==> config.mk <==
export PLATFORM = sky130hd
export DESIGN_NAME = fetch_stage_flat
export DESIGN_NICKNAME = d
export VERILOG_FILES = /design/src/rtl/fetch_stage_if.sv /design/src/rtl/fetch_stage.sv /design/src/flat_wrapper.sv
export SDC_FILE = /design/constraint.sdc
export NUM_CORES = 1
export LEC_CHECK = 0
export CORE_MARGIN = 2
export CORE_UTILIZATION = 38
export CTS_BUF_LIST = sky130_fd_sc_hd__clkbuf_8
export CTS_CLUSTER_SIZE = 24
export DETAILED_ROUTE_END_ITERATION = 10
export SLEW_MARGIN = 15
export SYNTH_ARGS = -nofsm -noshare
export SYNTH_HDL_FRONTEND = slang
export SYNTH_SLANG_ARGS = --single-unit
==> constraint.sdc <==
create_clock -name clk -period 7.1 [get_ports clk]
set_clock_uncertainty 0.15 [all_clocks]
set_input_delay 0.71 -clock clk [delete_from_list [all_inputs] [get_ports clk]]
set_output_delay 0.71 -clock clk [all_outputs]
set_load 0.02 [all_outputs]
==> src/rtl/fetch_stage_if.sv <==
// Instruction-memory request/response bus between the fetch stage and I-mem.
// Level-held request; response strobe and data are valid only while req is high.
interface fetch_stage_if #(
    parameter int XLEN  = 32,
    parameter int IBITS = 32
);
    logic             req;
    logic [XLEN-1:0]  addr;
    logic             ready;
    logic [IBITS-1:0] data;

    modport master (output req, output addr, input ready, input data);
    modport slave  (input req, input addr, output ready, output data);
endinterface

==> src/rtl/fetch_stage.sv <==
// Instruction fetch stage: PC, level-held I-mem handshake, one-entry skid
// buffer for downstream stalls, and redirects that may land mid-request.
//
// state | meaning
// BUSY  | request at req_addr outstanding (or about to issue after reset)
// SKID  | response parked in skid slot, request held low until stall releases
// DRAIN | old request still in flight after a redirect; its data is dropped
module fetch_stage #(
    parameter int              XLEN     = 32,
    parameter int              IBITS    = 32,
    parameter logic [XLEN-1:0] RESET_PC = 32'h0000_1000
) (
    input  logic             clk,
    input  logic             reset,
    input  logic             stall_in,
    input  logic             redirect_valid,
    input  logic [XLEN-1:0]  redirect_pc,
    fetch_stage_if.master    mem,
    output logic             out_valid,
    output logic [XLEN-1:0]  out_pc,
    output logic [IBITS-1:0] out_instr
);
    typedef enum logic [1:0] {BUSY = 2'd0, SKID = 2'd1, DRAIN = 2'd2} state_t;

    state_t           state, state_nx;
    logic             run;
    logic [XLEN-1:0]  pc, pc_nx, req_addr, req_addr_nx;
    logic [XLEN-1:0]  skid_pc, skid_pc_nx, out_pc_nx;
    logic [IBITS-1:0] skid_instr, skid_instr_nx, out_instr_nx;
    logic             out_valid_nx;
    logic [XLEN-1:0]  target, pc_inc;

    assign target = redirect_pc & ~XLEN'(3);
    assign pc_inc = pc + XLEN'(4);

    // run gates the first request to the cycle after reset is released
    assign mem.req  = run && (state != SKID);
    assign mem.addr = req_addr;

    always_comb begin
        state_nx      = state;
        pc_nx         = pc;
        req_addr_nx   = req_addr;
        out_valid_nx  = out_valid;
        out_pc_nx     = out_pc;
        out_instr_nx  = out_instr;
        skid_pc_nx    = skid_pc;
        skid_instr_nx = skid_instr;
        if (out_valid && !stall_in) out_valid_nx = 1'b0;
        case (state)
            BUSY: begin
                if (!run) begin
                    if (redirect_valid) begin
                        pc_nx        = target;
                        req_addr_nx  = target;
                        out_valid_nx = 1'b0;
                    end
                end else if (redirect_valid) begin
                    out_valid_nx = 1'b0;
                    pc_nx        = target;
                    if (mem.ready) req_addr_nx = target;
                    else           state_nx    = DRAIN;
                end else if (mem.ready) begin
                    pc_nx       = pc_inc;
                    req_addr_nx = pc_inc;
                    if (!out_valid || !stall_in) begin
                        out_valid_nx = 1'b1;
                        out_pc_nx    = req_addr;
                        out_instr_nx = mem.data;
                    end else begin
                        skid_pc_nx    = req_addr;
                        skid_instr_nx = mem.data;
                        state_nx      = SKID;
                    end
                end
            end
            SKID: begin
                if (redirect_valid) begin
                    out_valid_nx = 1'b0;
                    pc_nx        = target;
                    req_addr_nx  = target;
                    state_nx     = BUSY;
                end else if (!stall_in) begin
                    out_valid_nx = 1'b1;
                    out_pc_nx    = skid_pc;
                    out_instr_nx = skid_instr;
                    state_nx     = BUSY;
                end
            end
            DRAIN: begin
                out_valid_nx = 1'b0;
                if (redirect_valid) pc_nx = target;
                if (mem.ready) begin
                    req_addr_nx = redirect_valid ? target : pc;
                    state_nx    = BUSY;
                end
            end
            default: state_nx = BUSY;
        endcase
    end

    always_ff @(posedge clk or posedge reset) begin
        if (reset) begin
            state      <= BUSY;
            run        <= 1'b0;
            pc         <= RESET_PC;
            req_addr   <= RESET_PC;
            out_valid  <= 1'b0;
            out_pc     <= '0;
            out_instr  <= '0;
            skid_pc    <= '0;
            skid_instr <= '0;
        end else begin
            state      <= state_nx;
            run        <= 1'b1;
            pc         <= pc_nx;
            req_addr   <= req_addr_nx;
            out_valid  <= out_valid_nx;
            out_pc     <= out_pc_nx;
            out_instr  <= out_instr_nx;
            skid_pc    <= skid_pc_nx;
            skid_instr <= skid_instr_nx;
        end
    end
endmodule

==> src/flat_wrapper.sv <==
// flat-port wrapper written by rule: the top's interface ports become plain ports
module fetch_stage_flat 
#(
    parameter int              XLEN     = 32,
    parameter int              IBITS    = 32,
    parameter logic [XLEN-1:0] RESET_PC = 32'h0000_1000
)
  (clk, reset, stall_in, redirect_valid, redirect_pc, out_valid, out_pc, out_instr, mem_req, mem_addr, mem_ready, mem_data);
  fetch_stage_if #(.XLEN(XLEN), .IBITS(IBITS)) mem_i ();
  input  logic clk;
  input  logic reset;
  input  logic stall_in;
  input  logic redirect_valid;
  input  logic [XLEN-1:0] redirect_pc;
  output logic out_valid;
  output logic [XLEN-1:0] out_pc;
  output logic [IBITS-1:0] out_instr;
  output wire logic [$bits(mem_i.req)-1:0] mem_req;
  output wire logic [$bits(mem_i.addr)-1:0] mem_addr;
  input wire logic [$bits(mem_i.ready)-1:0] mem_ready;
  input wire logic [$bits(mem_i.data)-1:0] mem_data;
  assign mem_req = mem_i.req;
  assign mem_addr = mem_i.addr;
  assign mem_i.ready = mem_ready;
  assign mem_i.data = mem_data;
  fetch_stage #(.XLEN(XLEN), .IBITS(IBITS), .RESET_PC(RESET_PC)) u_core (.clk(clk), .reset(reset), .stall_in(stall_in), .redirect_valid(redirect_valid), .redirect_pc(redirect_pc), .mem(mem_i), .out_valid(out_valid), .out_pc(out_pc), .out_instr(out_instr));
endmodule
==> results of run 1 <==
worst reg2reg max path, stage by stage, from the launching register on:
cell	delay, ns
dfrtp_1	0.43
inv_1	0.09
ha_1	1.06
nand2b_1	0.86
and3_1	0.68
a221oi_1	0.19
o21bai_1	0.20
o221ai_1	0.08
where the power goes:
group / internal (mW) / switching, mW
registers: 1.55 / 0.404
logic: 1.13 / 1.39
clock network: 0.296 / 0.454
cell usage after synthesis (18+ instances only):
cell type | count | area share [%]
a21oi_1 | 116 | 5.7
a22o_1 | 29 | 2.5
clkbuf_1 | 64 | 2.4
dfrtp_1 | 194 | 48
mux2_2 | 64 | 7.1
mux2i_1 | 66 | 6.5
nand2_1 | 49 | 1.8
nand3_1 | 28 | 1.4
nor2_1 | 106 | 3.9
nor3_1 | 18 | 0.88
o21ai_0 | 37 | 1.8
worst max-delay path by stage:
stage,end,depth (start not counted)
global route,u_core.mem.addr[16],7
finish,u_core.mem.addr[20],7
global placement,u_core.mem.addr[20],7
floorplan,u_core.mem.addr[0],1
CTS,u_core.mem.addr[16],7
detailed placement,u_core.out_pc[7],7
metal layers:
metal	wire length, µm	share of wire [%]	GRT usage, %	vias up
met3	2100	7.2	3.03	57
met5	0	0	0	-
met4	710	2.4	6.99	0
met2	13000	44	31.4	393
met1	13500	46	30.2	4161
li1	-	-	-	3977
final cells by class:
class / count / share of cell area (%)
Timing Repair Buffer: 180 / 14.1
Inverter: 16 / 0.541
Clock buffer: 17 / 1.87
Multi-Input combinational cell: 721 / 39.5
Clock inverter: 14 / 1.34
Tap cell: 341 / 3.41
Sequential cell: 196 / 39.3
flip-flops by register name, indices dropped and copies added (netlist names):
name / count
u_core.mem.addr: 32
u_core.out_instr: 32
u_core.out_pc: 32
u_core.pc: 32
u_core.skid_instr: 32
u_core.skid_pc: 32
u_core.state: 2
u_core.out_valid: 1
u_core.run: 1
kinds of logic (layout without fill, tap and decap cells):
kind of cell             Yosys count  count (layout)  share of synthesized area (%)
XOR/XNOR                          21              21                           1.80
flip-flops                       196             196                           48.0
adder cells (fa/ha/maj)            5               5                          0.612
buffers and inverters            109             227                           4.16
multiplexers                     130             130                           13.5
AND/OR/NAND/NOR                  253             253                           11.8
AO/OA/AOI/OAI                    311             311                           20.0
other                              1               1                         0.0367
metrics by stage:
| stage | std cells | cell area (µm²) | util [%] | power [mW] | worst slack, ns |
|---|---|---|---|---|---|
| after floorplan | 1026 | 10200 | - | 3.44 | 0.903 |
| after global placement | 1454 | 12100 | 45.4 | 4.46 | 3.29 |
| after detailed placement | 1454 | 12100 | 45.4 | 4.49 | 3.34 |
| after CTS | 1485 | 12500 | 46.9 | 5.25 | 3.35 |
| after global routing | 1485 | 12500 | 46.9 | 5.56 | 3.13 |
| final | 1485 | 12500 | 46.9 | 5.22 | 3.25 |
==> run_results.csv, run 1 <==
group,metric,value,unit
worst_setup_path,r2r_start,"u_core.state[0]",
sta,final_hold_viol_count,0,
status,outcome,"finished, final reports clean",
clock_tree,clockBufferDepth,2,
die,start_util,38.3,%
worst_setup_path,worst-path-buf-inv,1,
route,routed_wl,29300,µm
final_layout,antenna_cells,0,
yosys,synth_edf_count,0,
clock_tree,numCtsBuffers,17,
worst_hold_path,hp-class,"reg -> reg",
worst_setup_path,start_kind,"flip-flop",
clock_tree,cts-root-buf,"clkbuf_8",
placement,hpwl,18700,µm
global_routing,grt_first_pass_wirelength,46400,µm
worst_setup_path,worstPathMaxFanout,26,
power_and_ir_drop,power.leakage,5.10,nW
sta,fmaxAchievable,0.260,GHz
worst_setup_path,ff2ff_path_depth,7,
route,drt_iter0_markers,844,
yosys,async_flop_share,100,%
sta,period_share,54.3,%
worst_setup_path,cp_top_family,"simple AND/OR/NAND/NOR gates",
yosys,synth_nets,1100,
clock_tree,clock_latency,0.47,ns
clock_tree,cts_setup_buffers,0,
global_routing,antenna_found_initial,0,
die,die_area,0.0282,mm²
sta,rsz0062_at_grt,"no",
placement,place.gp.congestion,0.867,
worst_hold_path,hold-path-endpoint,"u_core.pc[1]",
final_layout,seq_area,0.00491,mm²
global_routing,grt_overflow,0,
sta,layout_min_cycle_time,3.85,ns
worst_setup_path,r2r_setup_slack,3.25,ns
clock_tree,path_clk_slew,0.11,ns
clock_tree,cts_tree,"built",
worst_setup_path,worstSetupPathType,"reg -> reg",
sta,hold_ws,0.363,ns
worst_hold_path,hp-start,"u_core.pc[1]",
worst_setup_path,max_stage_delay,1.06,ns
clock_tree,cts_max_level,4,
clock_tree,postCtsHoldBufs,0,
route,wl_per_cell,19.7,µm
worst_setup_path,crit_required,7.30,ns
sta,relSlewSlack,23.1,%
route,vias,8588,
sta,setup_viol,0,
final_layout,nFillCells,2517,
worst_setup_path,cpMaxStageDelayCell,"ha_1",
final_layout,syn_to_final_growth,22.3,%
yosys,syn_avg_cell_area,9.96,µm²
global_routing,grtUsageTotal,20.6,%
yosys,synth.distinct_cells,66,
global_routing,grt_pass1_vias,8222,
worst_setup_path,arrival,4.06,ns
yosys,ys_seq_elements,196,
clock_tree,cts_resized,0,
final_layout,mostFrequentLayoutCells,"dfrtp_1, clkdlybuf4s50_1, a21oi_1",
yosys,ys_seq_area_share,48.0,%
route,drt_first_pass_iters,5,
yosys,synth_cells,1026,
die,rows,60,
sta,worst-slew-pin-transition,1.15,ns
die,core,0.0267,mm²
clock_tree,cts_sinks,196,
die,die_w,168,µm
power_and_ir_drop,peakVddDrop,0.222,mV
yosys,synthFlopType,"dfrtp_1",
yosys,syn_area,0.0102,mm²
worst_setup_path,crit_chain,"inv_1 > ha_1 > nand2b_1 > and3_1 > a221oi_1 > o21bai_1 > o221ai_1",
worst_hold_path,whs_path_depth,1,
worst_setup_path,r2r-end,"u_core.mem.addr[20]",
die,ioPinCount,167,
final_layout,drive_gt1_share,11.8,%
route,vias_per_cell,5.78,
yosys,yosysWarnings,0,
final_layout,final_common_cell,"dfrtp_1",
worst_setup_path,end_kind,"flip-flop",
route,ant_nets,0,
final_layout,nets,1206,
sta,setup_tns,0,ns
global_routing,grt_start_max_net_pins,101,
final_layout,multi_input_area,0.00493,mm²
power_and_ir_drop,cellPowerDensity,418,mW/mm²
die,die_height,168,µm
worst_setup_path,cp-startpoint,"u_core.state[0]",
run,cap_violations,0,
placement,port_buffers,164,
sta,slew_violations,0,
route,drc,0,
Note: power is estimated with default switching activity, not from simulation.
==> inputs of run 2 (changes only) <==
==> constraint.sdc (replaced) <==
create_clock -name clk -period 3.75 [get_ports clk]
set_clock_uncertainty 0.15 [all_clocks]
set_input_delay 0.375 -clock clk [delete_from_list [all_inputs] [get_ports clk]]
set_output_delay 0.375 -clock clk [all_outputs]
set_load 0.02 [all_outputs]
==> run 2 against run 1 <==
Design area rose by 1.1%; critical path depth fell by 2; die area is the same; setup slack lost 2.9 ns; global-route usage rose by 0.23 points; routed wire length up 0.13%; first-iteration DRC count down 5.6%; flip-flop and latch count did not move; largest cell class unchanged.
==> run_results.csv, run 2 (synthesis results as in run 1) <==
group,metric,value,unit
worst_setup_path,worstPathMaxFanout,39,
worst_setup_path,crit_required,3.22,ns
final_layout,final_common_cell,"dfrtp_1",
worst_setup_path,crit_end,"mem_req",
route,drt_iter0_markers,797,
sta,rsz0062_at_grt,"no",
final_layout,antenna_cells,0,
sta,final_hold_viol_count,0,
route,ant_nets,0,
worst_setup_path,r2r-end,"u_core.mem.addr[20]",
die,rows,60,
final_layout,multi_input_area,0.00493,mm²
route,drc,0,
die,ioPinCount,167,
global_routing,grt_overflow,0,
clock_tree,numCtsBuffers,17,
final_layout,seq_area,0.00491,mm²
worst_setup_path,end_kind,"primary output",
route,routed_wl,29300,µm
power_and_ir_drop,cellPowerDensity,780,mW/mm²
final_layout,nFillCells,2509,
sta,slew_violations,0,
clock_tree,postCtsHoldBufs,0,
power_and_ir_drop,peakVddDrop,0.364,mV
worst_setup_path,ff2ff_path_depth,7,
clock_tree,cts-root-buf,"clkbuf_8",
run,cap_violations,0,
sta,setup_tns,0,ns
final_layout,drive_gt1_share,12.8,%
clock_tree,cts_sinks,196,
sta,setup_viol,0,
clock_tree,clock_latency,0.47,ns
worst_setup_path,r2r_setup_slack,0.70,ns
worst_setup_path,cpMaxStageDelayCell,"ha_4",
final_layout,syn_to_final_growth,23.6,%
placement,hpwl,19600,µm
route,drt_first_pass_iters,6,
global_routing,grt_first_pass_wirelength,46900,µm
global_routing,grt_start_max_net_pins,161,
clock_tree,path_clk_slew,0.11,ns
die,die_w,168,µm
worst_setup_path,cp-startpoint,"u_core.state[1]",
clock_tree,clockBufferDepth,2,
placement,numPlacedInstances,1469,
placement,dp_slack,0.730,ns
clock_tree,cts_max_level,4,
final_layout,mostFrequentLayoutCells,"dfrtp_1, clkdlybuf4s50_1, a21oi_1",
sta,worst-slew-pin-transition,1.06,ns
clock_tree,cts_resized,0,
final_layout,final_cells,1501,
worst_setup_path,worst-path-stages,5,
global_routing,grt_pass1_vias,8244,
worst_setup_path,worst-path-buf-inv,3,
worst_setup_path,r2r_start,"u_core.state[0]",
placement,place.gp.congestion,0.843,
worst_setup_path,start_kind,"flip-flop",
sta,period_share,90.2,%
sta,layout_min_cycle_time,3.38,ns
route,vias,8623,
worst_setup_path,crit_chain,"inv_1 > ha_4 > buf_4 > nor2_1 > clkdlybuf4s50_1",
die,core,0.0267,mm²
worst_setup_path,cp_top_family,"buffers and inverters",
worst_setup_path,max_stage_delay,0.62,ns
die,start_util,38.3,%
worst_setup_path,arrival,2.86,ns
route,vias_per_cell,5.74,
sta,fmaxAchievable,0.296,GHz
sta,fin_ws,0.368,ns
worst_setup_path,worstSetupPathType,"reg -> out",
clock_tree,cts_setup_buffers,0,
worst_hold_path,hp-class,"in -> async",
status,outcome,"finished, final reports clean",
power_and_ir_drop,power.leakage,5.17,nW
global_routing,antenna_found_initial,0,
route,wl_per_cell,19.5,µm
sta,relSlewSlack,29.2,%
placement,port_buffers,164,
die,die_height,168,µm
die,die_area,0.0282,mm²
global_routing,grtUsageTotal,20.9,%
clock_tree,cts_tree,"built",
final_layout,nets,1221,
==> run 2: cell types whose count changed in the layout (fill, tap and decap cells not counted), sizes merged <==
cell and delta:
buf +15, bufinv -1, inv -2, clkinvlp +3
clkinv -1, clkbuf +2
==> run 2: area by class of cell <==
type	count	area share [%]
multi-input combinational	721	39.0
sequential	196	38.9
timing repair buffer	195	15.2
tap	341	3.38
clock buffer	19	2.07
clock inverter	13	0.951
inverter	16	0.505
==> run 2: worst register-to-register path, stage by stage, from the launching register on <==
cell and delay [ns]:
dfrtp_1 0.43, inv_1 0.10, ha_1 0.54, or3b_2 0.67, and3_1 0.45, a221oi_1 0.33, o21bai_1 0.14, o221ai_1 0.12
==> run 2: worst min-delay path by stage <==
stage / from / end / slack, ns / cells past startpoint
CTS: redirect_valid / u_core.mem.addr[16] / 0.22 / 3
global route: redirect_valid / u_core.mem.addr[16] / 0.25 / 3
finish: reset / u_core.out_instr[0] / 0.24 / 3
global placement: u_core.pc[0] / u_core.pc[0] / 0.33 / 1
floorplan: u_core.pc[0] / u_core.pc[0] / 0.30 / 1
detailed placement: u_core.pc[1] / u_core.pc[1] / 0.33 / 1
==> run 2: power breakdown <==
part	switching, mW	total, mW	internal, mW
Sequential	0.781	3.71	2.93
Combinational	2.60	4.79	2.19
Clock	0.831	1.35	0.517
Total	4.21	9.85	5.64
==> run 2: stage by stage <==
stage	util (%)	area (µm²)	power [mW]	hold WS, ns
finish	47.4	12600	9.85	0.240
global route	47.4	12600	10.5	0.251
CTS	47.4	12600	9.94	0.223
detailed placement	46.0	12200	8.56	0.331
global placement	46.0	12200	8.48	0.330
floorplan	-	10200	6.52	0.303
==> run 2: layer usage <==
metal  share of wire [%]  vias to the layer above  GRT usage, %
met1                  47                     4262          30.2
met2                  45                      297          32.8
met4                 1.8                        0          5.67
met3                 5.9                       38          3.13
li1                    -                     4026             -
met5                   0                        -             0
